--- src/rtl/gor16_acc.sv ---
// Streaming OR-reduction stage: folds a packet of 16-bit words through gor16
// and presents the packet-wide OR plus word count on a valid/ready output.

module gor16 (
   input  logic [15:0] a,
   input  logic [15:0] b,
   output logic [15:0] y
);

   assign y = a | b;

endmodule

module gor16_acc #(
   parameter int MAX_WORDS = 16,
   parameter int CW        = $clog2(MAX_WORDS + 1)
) (
   input  logic          clk,
   input  logic          rst,
   input  logic          in_valid,
   output logic          in_ready,
   input  logic [15:0]   in_data,
   input  logic          in_last,
   output logic          out_valid,
   input  logic          out_ready,
   output logic [15:0]   out_data,
   output logic [CW-1:0] out_count
);

   typedef enum logic [1:0] {
      IDLE = 2'd0,
      ACC  = 2'd1,
      DONE = 2'd2
   } state_t;

   state_t        state_q, state_d;
   logic [15:0]   acc_q, acc_d;
   logic [CW-1:0] cnt_q, cnt_d;
   logic [15:0]   out_data_q, out_data_d;
   logic [CW-1:0] out_count_q, out_count_d;
   logic          in_ready_q, in_ready_d;
   logic          out_valid_q, out_valid_d;

   logic [15:0]   acc_y;
   logic [CW:0]   cnt_inc;
   logic          accept;
   logic          deliver;
   logic          is_end;

   gor16 u_gor16 (
      .a (acc_q),
      .b (in_data),
      .y (acc_y)
   );

   assign accept  = in_valid && in_ready_q;
   assign deliver = out_valid_q && out_ready;
   assign cnt_inc = {1'b0, cnt_q} + {{CW{1'b0}}, 1'b1};
   // Reaching MAX_WORDS closes the packet even without in_last.
   assign is_end  = in_last || (cnt_inc == (CW+1)'(MAX_WORDS));

   always_comb begin
      state_d     = state_q;
      acc_d       = acc_q;
      cnt_d       = cnt_q;
      out_data_d  = out_data_q;
      out_count_d = out_count_q;
      in_ready_d  = in_ready_q;
      out_valid_d = out_valid_q;
      unique case (state_q)
         IDLE, ACC: begin
            if (accept) begin
               acc_d = acc_y;
               cnt_d = cnt_inc[CW-1:0];
               if (is_end) begin
                  state_d     = DONE;
                  out_data_d  = acc_y;
                  out_count_d = cnt_inc[CW-1:0];
                  in_ready_d  = 1'b0;
                  out_valid_d = 1'b1;
               end else begin
                  state_d = ACC;
               end
            end
         end
         DONE: begin
            if (deliver) begin
               state_d     = IDLE;
               acc_d       = '0;
               cnt_d       = '0;
               in_ready_d  = 1'b1;
               out_valid_d = 1'b0;
            end
         end
         default: begin
            state_d     = IDLE;
            acc_d       = '0;
            cnt_d       = '0;
            in_ready_d  = 1'b1;
            out_valid_d = 1'b0;
         end
      endcase
   end

   always_ff @(posedge clk or posedge rst) begin
      if (rst) begin
         state_q     <= IDLE;
         acc_q       <= '0;
         cnt_q       <= '0;
         out_data_q  <= '0;
         out_count_q <= '0;
         in_ready_q  <= 1'b1;
         out_valid_q <= 1'b0;
      end else begin
         state_q     <= state_d;
         acc_q       <= acc_d;
         cnt_q       <= cnt_d;
         out_data_q  <= out_data_d;
         out_count_q <= out_count_d;
         in_ready_q  <= in_ready_d;
         out_valid_q <= out_valid_d;
      end
   end

   assign in_ready  = in_ready_q;
   assign out_valid = out_valid_q;
   assign out_data  = out_data_q;
   assign out_count = out_count_q;

endmodule

--- config.mk ---
export PLATFORM = sky130hd
export DESIGN_NAME = gor16_acc
export DESIGN_NICKNAME = d
export VERILOG_FILES = /design/src/rtl/gor16_acc.sv
export SDC_FILE = /design/constraint.sdc
export NUM_CORES = 1
export LEC_CHECK = 0
export CAP_MARGIN = 0
export CELL_PAD_IN_SITES_DETAIL_PLACEMENT = 0
export CELL_PAD_IN_SITES_GLOBAL_PLACEMENT = 1
export CORE_MARGIN = 2
export CORE_UTILIZATION = 43
export DETAILED_ROUTE_END_ITERATION = 12
export HOLD_SLACK_MARGIN = 0.05
export PLACE_DENSITY_LB_ADDON = 0.1
export SYNTH_ARGS = -nofsm -noshare
export SYNTH_HDL_FRONTEND = slang
export SYNTH_HIERARCHICAL = 1
export SYNTH_SLANG_ARGS = --single-unit
--- constraint.sdc ---
create_clock -name clk -period 4.7 [get_ports clk]
set_input_delay 0.705 -clock clk [delete_from_list [all_inputs] [get_ports clk]]
set_output_delay 0.705 -clock clk [all_outputs]
set_load 0.02 [all_outputs]
==> results.md <==
* Largest net degree at the start of global routing at 47
* EDFF count, synth at 0
* Postcts setup bufs at 0
* Initial DRT Pass Iterations at 4
* Final Critical Period at 3.01 ns
* Worst R2R Path Depth at 5
* Hold Path Class: reg -> reg
* Synth cell types at 30
* Crit end category: flip-flop
* Die height at 72.2 um
* Period utilisation layout at 64.0%
* Routed WL at 3710 um
* Most frequent cell after synthesis: dfrtp_1
* Root buffer cell: clkbuf_8
* CTS sink cnt at 46
* Setup slack after layout at 1.69 ns
* WL/cell at 15.5 um
* Initial antenna violation count at 0
* Synthesized netlist cell count at 143
* Final Hold Viols at 0
* Post-synth net total at 165
* Clock Skew at 0.00408 ns
* Post-placement setup slack at 1.36 ns
* Die width at 72.2 um
* Slew headroom at 33.2%
* Post-place instance area at 2460 um^2
* Row cnt at 24
* Synthesized area at 2000 um^2
* Fmax at 333 MHz
* Global-route wire length before repair at 6400 um
* Slew Viols, Final at 0
* Clock slew at reported path FFs at 0.08 ns
* Layout Area Growth over Synthesis at 26.8%
* Worst Setup SP: in_valid
* Die area at 5210 um^2
* Syn Area/Cell at 14.0 um^2
* Routed vias/inst at 5.20
* CP Launch Type: input pin
* Power Density at 256 nW/um^2
* Vias in the first global route at 1350
* Resize count post-CTS at 0
* Area share of the largest cell type after synthesis at 56.3%
* Hpwl dp at 2440 um
* Arrival @ worst endpoint at 3.18 ns
* H-tree depth at 2
* GPL Wtd Cong at 0.720
* IO Count at 44
* Status: finished, final reports clean
* RR Startpoint: in_ready
* IO buf count at 43
* Register area share after synthesis at 57.6%
* Synth Register Bits at 46
* Top FF cell, synth: dfrtp_1
* Reg2reg setup slack at 2.08 ns
* Leakage power at 1.20 nW
* Overflow after GRT at 0
* TNS Setup at 0 ns
* Worst hold slack at 0.493 ns
* Peak supply drop at 0.184 mV
* Actual slew at the worst max-slew pin at 1.00 ns
* Share of cells above drive strength 1 at 18.1%
* Critical setup path kind: in -> reg
* Antenna diodes at 0
* CORE AREA at 4410 um^2
* Synth area leaders: dfrtp_1 56%, mux2_4 12%, a22o_1 8.3%
* Setup Viol. Count Final at 0
* Worst-Skew Late Latency at 0.28 ns
* Fin nets at 210
* Initial core utilization at 45.3%
* CTS Hold Bufs at 0
* Synth Warn # at 6
* Commonest cells post-synth: 45 x dfrtp_1, 19 x a22o_1, 16 x mux2_4, 16 x or2_1, 7 x nand2_1
* DRC Markers at 0
* GRT Util Overall at 16.0%
* Num CTS Buffers at 5
* Vias at 1247
* Synth async-reset ratio at 100%
* CTS tree: built
* Fin area at 2540 um^2
* Crit Reg-Reg Endpoint: out_data[11]
* RSZ-0062 raised after global routing: no
* CTS Buffer Depth at 2
* Critical Path RT at 4.87 ns
* Biggest area consumer among synthesized cells: dfrtp_1
* Initial DRC Count at 48
* Antenna-violating nets left at 0
* Setup crit end: out_data[11]
* Max cap viols at 0
* Crit path max fanout at 22
==> critical path: stages <==
cell and delay [ns]:
clkdlybuf4s50_1 0.53, and3b_1 0.77, nand2_1 0.21, o31ai_4 0.17
buf_4 0.39, mux2_2 0.38
==> layer usage <==
metal	GRT usage, %	vias up	routed length [um]
li1	-	594	-
met1	22.2	618	1800
met2	24.6	33	1730
met3	4.17	2	168
met4	5.03	0	17
met5	0	-	0
==> where the power goes <==
part | total, W | internal [W] | switching (W)
clock | 0.000222 | 0.000102 | 0.000120
sequential | 0.000395 | 0.000395 | 0
combinational | 0.0000315 | 0.0000182 | 0.0000133
==> layout by cell type, fill, tap and decap left out, drive strengths merged, types with 2 or more instances in the layout <==
| master | count |
|---|---|
| dfrtp | 45 |
| or2 | 16 |
| o21ai | 5 |
| xnor2 | 2 |
| clkdlybuf4s50 | 43 |
| clkbuf | 6 |
| mux2 | 20 |
| a21o | 2 |
| nand3 | 2 |
| a21oi | 2 |
| nand2 | 7 |
| a22o | 19 |
| nor2 | 2 |
| inv | 4 |
==> layout make-up <==
class,instances,area (um^2)
tap,52,65.1
fill,353,1880
multi-input combinational,87,786
sequential,46,1150
inverter,4,15.0
clock inverter,1,7.51
timing repair buffer,44,438
clock buffer,6,72.6
==> logic make-up (layout without fill, tap and decap cells) <==
family / after synthesis / after routing / share of synthesized area (%)
AO/OA/AOI/OAI: 31 / 31 / 12.9
buffers and inverters: 10 / 55 / 3.31
XOR/XNOR: 3 / 3 / 1.31
AND/OR/NAND/NOR: 31 / 31 / 9.51
flip-flops: 46 / 46 / 57.6
adder cells (fa/ha/maj): 1 / 1 / 0.625
multiplexers: 21 / 21 / 14.8
==> registers in the layout (all words and copies together) (netlist names) <==
| name | count |
|---|---|
| out_valid | 1 |
| out_data | 16 |
| cnt_q | 5 |
| out_count | 5 |
| in_ready | 1 |
| acc_q | 16 |
| state_q | 2 |
==> worst min path at each step <==
stage	from	to	slack, ns	cells after the start
after detailed placement	acc_q[8]	acc_q[8]	0.48	1
after global routing	acc_q[9]	acc_q[9]	0.52	1
final	acc_q[1]	acc_q[1]	0.49	1
after CTS	acc_q[1]	acc_q[1]	0.50	1
after global placement	acc_q[15]	acc_q[15]	0.48	1
after floorplan	acc_q[0]	acc_q[0]	0.46	1
==> through the flow <==
stage	utilization [%]	total power (W)	instances
finish	57.5	0.000649	240
global route	57.5	0.000684	240
CTS	57.5	0.000659	240
detailed placement	55.6	0.000436	233
global placement	55.6	0.000435	233
floorplan	-	0.000416	143
Note: power is estimated with default switching activity, not from simulation.
